==> src/rtl/clkgen_pkg.sv <==
// clkgen_pkg
// Shared definitions for the fractional clock-enable generator:
//   - ACC_W_DEFAULT : default accumulator / increment width
//   - lock_state_e  : encoding of the lock FSM (SETTLING / LOCKED)
//   - chan_idx_w()  : width of a channel index, never less than one bit
package clkgen_pkg;

  localparam int ACC_W_DEFAULT = 24;

  typedef enum logic [0:0] {
    LOCK_SETTLING = 1'b0,
    LOCK_LOCKED   = 1'b1
  } lock_state_e;

  // A single-channel build still needs a one-bit index port.
  function automatic int chan_idx_w(input int channels);
    return (channels > 1) ? $clog2(channels) : 1;
  endfunction

endpackage

==> src/rtl/frac_clken_gen_phase_acc.sv <==
// phase_acc
// One channel of the fractional clock-enable generator: an increment
// register, a phase accumulator and a registered carry strobe.
// Ports:
//   clock_in    system clock
//   reset       synchronous active-high reset (acc/clken cleared, inc = DEFAULT_INC)
//   wr_en       load wr_inc into the increment register (already decoded for this channel)
//   wr_inc      new increment value
//   sync        clear accumulator and strobe (phase alignment)
//   clken       one-cycle enable strobe, high the cycle after the accumulator overflows
module phase_acc
  import clkgen_pkg::*;
#(
  parameter int               ACC_W       = ACC_W_DEFAULT,
  parameter logic [ACC_W-1:0] DEFAULT_INC = '0
) (
  input  logic             clock_in,
  input  logic             reset,
  input  logic             wr_en,
  input  logic [ACC_W-1:0] wr_inc,
  input  logic             sync,
  output logic             clken
);

  logic [ACC_W-1:0] acc;
  logic [ACC_W-1:0] inc;
  logic [ACC_W:0]   sum;

  // The extra top bit of the sum is the overflow that becomes the strobe.
  assign sum = {1'b0, acc} + {1'b0, inc};

  // The sum uses the increment held before this edge, so a new value
  // written now only affects the accumulation at the next edge. A write
  // leaves the accumulator phase untouched.
  always_ff @(posedge clock_in) begin
    if (reset) begin
      acc   <= '0;
      inc   <= DEFAULT_INC;
      clken <= 1'b0;
    end else begin
      if (wr_en) begin
        inc <= wr_inc;
      end
      if (sync) begin
        acc   <= '0;
        clken <= 1'b0;
      end else begin
        acc   <= sum[ACC_W-1:0];
        clken <= sum[ACC_W];
      end
    end
  end

endmodule

==> src/rtl/frac_clken_gen.sv <==
// frac_clken_gen
// CHANNELS independent phase accumulators on one system clock, each giving
// a one-cycle enable strobe at an average rate of inc / 2^ACC_W of the clock.
// A lock flag reports that all rates have been stable for SETTLE cycles.
// Ports:
//   clock_in    system clock
//   reset       synchronous active-high reset
//   wr_en       write strobe for one increment register
//   wr_chan     channel index of the write; indices >= CHANNELS are ignored
//   wr_inc      new increment value
//   sync        clear all accumulators so channels restart phase-aligned
//   clken       per-channel registered enable strobes (channel 0 in bit 0)
//   locked      high while rates are settled
module frac_clken_gen
  import clkgen_pkg::*;
#(
  parameter int                        CHANNELS    = 2,
  parameter int                        ACC_W       = ACC_W_DEFAULT,
  parameter int                        SETTLE      = 16,
  parameter logic [CHANNELS*ACC_W-1:0] DEFAULT_INC = {CHANNELS{24'h100000}}
) (
  input  logic                              clock_in,
  input  logic                              reset,
  input  logic                              wr_en,
  input  logic [chan_idx_w(CHANNELS)-1:0]   wr_chan,
  input  logic [ACC_W-1:0]                  wr_inc,
  input  logic                              sync,
  output logic [CHANNELS-1:0]               clken,
  output logic                              locked
);

  localparam logic [0:0] ST_SETTLING = LOCK_SETTLING;
  localparam logic [0:0] ST_LOCKED   = LOCK_LOCKED;

  // Counter only has to hold SETTLE-1.
  localparam int              CNT_W      = (SETTLE > 1) ? $clog2(SETTLE) : 1;
  localparam logic [CNT_W-1:0] CNT_RELOAD = CNT_W'(SETTLE - 1);

  logic                valid_wr;
  logic [CHANNELS-1:0] chan_wr;
  logic                restart;
  logic [0:0]          state;
  logic [CNT_W-1:0]    count;
  logic                post_reset;

  // A write to a non-existent channel is dropped entirely, including its
  // effect on the lock flag.
  assign valid_wr = wr_en && (int'(wr_chan) < CHANNELS);
  assign restart  = valid_wr || sync;

  for (genvar i = 0; i < CHANNELS; i++) begin : g_chan
    assign chan_wr[i] = valid_wr && (int'(wr_chan) == i);

    phase_acc #(
      .ACC_W       (ACC_W),
      .DEFAULT_INC (DEFAULT_INC[i*ACC_W +: ACC_W])
    ) u_acc (
      .clock_in (clock_in),
      .reset    (reset),
      .wr_en    (chan_wr[i]),
      .wr_inc   (wr_inc),
      .sync     (sync),
      .clken    (clken[i])
    );
  end

  // Lock FSM. Any valid write or sync reloads the counter, so simultaneous
  // write and sync restart it only once. The first edge after reset release
  // behaves like a restarting edge, so the lock rises SETTLE cycles after
  // that edge, matching the timing seen after a write or sync.
  always_ff @(posedge clock_in) begin
    if (reset) begin
      state      <= ST_SETTLING;
      count      <= CNT_RELOAD;
      post_reset <= 1'b1;
    end else begin
      post_reset <= 1'b0;
      if (restart || post_reset) begin
        state <= ST_SETTLING;
        count <= CNT_RELOAD;
      end else if (state == ST_SETTLING) begin
        if (count == '0) begin
          state <= ST_LOCKED;
        end else begin
          count <= count - CNT_W'(1);
        end
      end
    end
  end

  assign locked = (state == ST_LOCKED);

endmodule

==> config.mk <==
export PLATFORM = sky130hd
export DESIGN_NAME = frac_clken_gen
export DESIGN_NICKNAME = d
export VERILOG_FILES = /design/src/rtl/clkgen_pkg.sv /design/src/rtl/frac_clken_gen_phase_acc.sv /design/src/rtl/frac_clken_gen.sv
export SDC_FILE = /design/constraint.sdc
export NUM_CORES = 1
export LEC_CHECK = 0
export CORE_ASPECT_RATIO = 0.6
export CORE_MARGIN = 2
export CORE_UTILIZATION = 60
export DETAILED_ROUTE_END_ITERATION = 6
export PLACE_DENSITY = 0.79
export SYNTH_ARGS = -nofsm -noshare
export SYNTH_HDL_FRONTEND = slang
export SYNTH_HIERARCHICAL = 1
export SYNTH_SLANG_ARGS = --single-unit
==> constraint.sdc <==
create_clock -name clock_in -period 2.8 [get_ports clock_in]
set_clock_uncertainty 0.1 [all_clocks]
set_input_delay 0.56 -clock clock_in [delete_from_list [all_inputs] [get_ports clock_in]]
set_output_delay 0.56 -clock clock_in [all_outputs]
set_load 0.02 [all_outputs]
==> impl_metrics.ini <==
[place]
post_dp_cell_area_sq_um = 6210
hpwl_microns = 10600
place_ws_ns = 0.187
gp_congestion = 0.980
numPortBuffers = 31

[floorplanning]
pin_count = 32
core-area_sq_um = 9290
die_area_sq_um = 10500
start_util_pct = 62.5
core.rowCount = 27
die_h_microns = 80.2
die_width_microns = 131

[setup_path]
cp.required_ns = 2.92
r2r-start = g_chan[0].u_acc/inc[0]
crit_fanout = 3
ff2ff_path_depth = 8
worstReg2RegEnd = g_chan[0].u_acc/clken
critPathKind = flip-flop to flip-flop
critical_path.endpoint_type = flip-flop
startpoint_type = flip-flop
r2r_slack_ns = 0.20
cp_data_arrival_time_ns = 2.73

[power]
clkPwrFrac_pct = 40.8
p_seq_share_pct = 47.1
power_density_nw_per_um2 = 508
p_int_mw = 2.53
combPwrFrac_pct = 12.1
p_sw_share_pct = 23.8
power.switching_mw = 0.793
leakage_nw = 2.68
ir_drop_v = 0.000420

[timing]
relSlewSlack_pct = 59.9
setup_viol = 0
drv_slew = 0
worstMarginPinSlew_ns = 0.602
layout_setup_ws_ns = 0.197
hold_viol = 0
fmax_mhz = 384
rsz0062_at_grt = no
min_period_over_period_pct = 93.0
setup_tns_ns = 0
min_period_ns = 2.60

[route]
postRouteAntennaNets = 0
drt_first_pass_iters = 5
via_count = 4999
vias_per_cell = 6.10
wirelength_microns = 14100
post_drt_wl_per_cell_microns = 17.2
drt_iter0_drc = 539
drc = 0

[synthesis]
synth_area_leaders = dfxtp_1 36%, ha_1 11%, mux2i_1 8.6%
syn-cell-area_sq_um = 5800
synth.top_cells.by_count = 109 x nor2_1, 104 x dfxtp_1, 50 x mux2i_1
ys_seq_area_share_pct = 35.9
synth_cells = 660
synth.top_cell.area_share_pct = 35.9
synth_nets = 740
yosysTopAreaCell = dfxtp_1
synth-edff-count = 0
ys_types = 69
synth_flop_cell = dfxtp_1
ys_warn_count = 6
syn_avg_cell_area_sq_um = 8.79
yosysMostFrequentCell = nor2_1
async_reset_ff_share_pct = 0
ys_ff_latch = 104

[clock_network]
clock_path_buffers = 2
cts_root_buffer = clkbuf_16
cts_hold_buf = 0
numCtsBuffers = 9
h-tree-depth = 3
clkLatencyLatePin_ns = 0.35
clk_pin_slew_ns = 0.07
cts_tree = done
cts.sinks = 104

[worst_hold_path]
hold_end = g_chan[1].u_acc/inc[6]
min_path_cells = 2
hold_class = flip-flop to flip-flop
min_from = g_chan[1].u_acc/inc[6]

[layout]
antennaDiodeCount = 0
drive_gt1_share_pct = 7.26
regArea_sq_um = 2080
final_area_sq_um = 6540
syn2layout_area_growth_pct = 12.8
nets = 765
nFillCells = 706
multi_input_comb_area_sq_um = 3570

[global_route]
grt_use_total_pct = 28.3
grt_first_pass_wirelength_microns = 22900
grt_overflow = 0
grt_pass1_vias = 4574
antenna_found_initial = 0
grt_max_degree = 34

[outcome]
outcome = finished, final reports clean

[run]
maxCapViolCount = 0
## metrics by stage
stage	utilization (%)	hold slack [ns]	total power [mW]	cells
finish	70.4	0.405	3.33	819
CTS	70.4	0.412	3.34	819
floorplan	-	0.365	1.87	660
global route	70.4	0.434	3.46	819
detailed placement	66.9	0.388	1.99	804
global placement	66.9	0.380	1.98	804
## area by class of cell
| cell class | count | area share, % |
|---|---|---|
| clock inverter | 3 | 0.994 |
| inverter | 10 | 0.574 |
| sequential | 104 | 31.8 |
| multi-input combinational | 521 | 54.6 |
| clock buffer | 12 | 3.92 |
| tap | 130 | 2.49 |
| timing repair buffer | 39 | 5.58 |
## state kept, by name, indices dropped and copies added, names as in the netlist
signal,flops
locked,1
g_chan.u_acc/acc,48
g_chan.u_acc/clken,2
count,4
g_chan.u_acc/inc,48
post_reset,1
## power groups by stage
stage	registers (mW)	clock network (mW)	logic, mW
3_5_place_dp	1.60	0	0.392
4_1_cts	1.57	1.38	0.395
3_3_place_gp	1.60	0	0.379
2_1_floorplan	1.59	0	0.277
5_1_grt	1.57	1.45	0.441
6_report	1.57	1.36	0.401
## metal layers
| metal | vias to the layer above | global-route usage (%) | part of all wire [%] |
|---|---|---|---|
| met3 | 18 | 6.86 | 7.9 |
| met4 | 0 | 7.55 | 1.4 |
| met2 | 202 | 43.0 | 43 |
| met5 | - | 0 | 0 |
| met1 | 2359 | 40.2 | 48 |
| li1 | 2420 | - | - |
## cells by family (layout without fill, tap and decap cells)
group	after synthesis	count (layout)	synth area share, %
AND/OR/NAND/NOR	234	234	18.7
AO/OA/AOI/OAI	156	156	18.3
adder cells (fa/ha/maj)	51	51	11.3
multiplexers	50	50	8.63
flip-flops	104	104	35.9
buffers and inverters	35	64	2.67
XOR/XNOR	30	30	4.53
## placed cells by master, fill, tap and decap left out, types with 3 or more instances in the layout
master             n
a21o_1             9
nor3b_1            4
xnor2_1           20
nand3_1           12
and3_1             4
o21ai_1            3
and2_1             8
dfxtp_1          104
clkdlybuf4s50_1   30
or3_1              6
xor2_1            10
nor2_1           109
o211ai_1           7
nor2b_1            3
o21ai_0           26
mux2i_1           50
o21bai_1           6
a211oi_1           6
nand2_1           48
a21oi_1           49
ha_1              49
a211o_1            6
nor3_1            12
a31oi_1            7
clkbuf_16          9
o31ai_1            4
buf_4              8
o21a_1             4
inv_1             10
nand4_1           11
a21o_2             3
a21boi_1           3
## critical path, cell delays in order, from the launching register on
cell       delay [ns]
dfxtp_1          0.31
ha_1             0.20
fa_1             0.44
a211oi_2         0.35
o21ai_1          0.21
a22o_2           0.31
a211oi_2         0.25
and4b_1          0.25
a2111oi_2        0.05
## timing repair
item                       4_1_cts  5_1_grt
setup endpoints to repair        0        2
buffers inserted                 0        0
gates resized for setup          0        1
## how the worst max path moves through the flow
stage / start / cells past startpoint / to
detailed placement: g_chan[0].u_acc/inc[0] / 8 / g_chan[0].u_acc/acc[14]
global route: g_chan[0].u_acc/inc[0] / 8 / g_chan[0].u_acc/acc[14]
CTS: g_chan[0].u_acc/inc[0] / 8 / g_chan[0].u_acc/acc[14]
floorplan: g_chan[0].u_acc/acc[0] / 8 / g_chan[0].u_acc/clken
finish: g_chan[0].u_acc/inc[0] / 8 / g_chan[0].u_acc/clken
global placement: g_chan[0].u_acc/acc[0] / 8 / g_chan[0].u_acc/acc[14]
No activity file was read; power rests on OpenSTA's default activity.
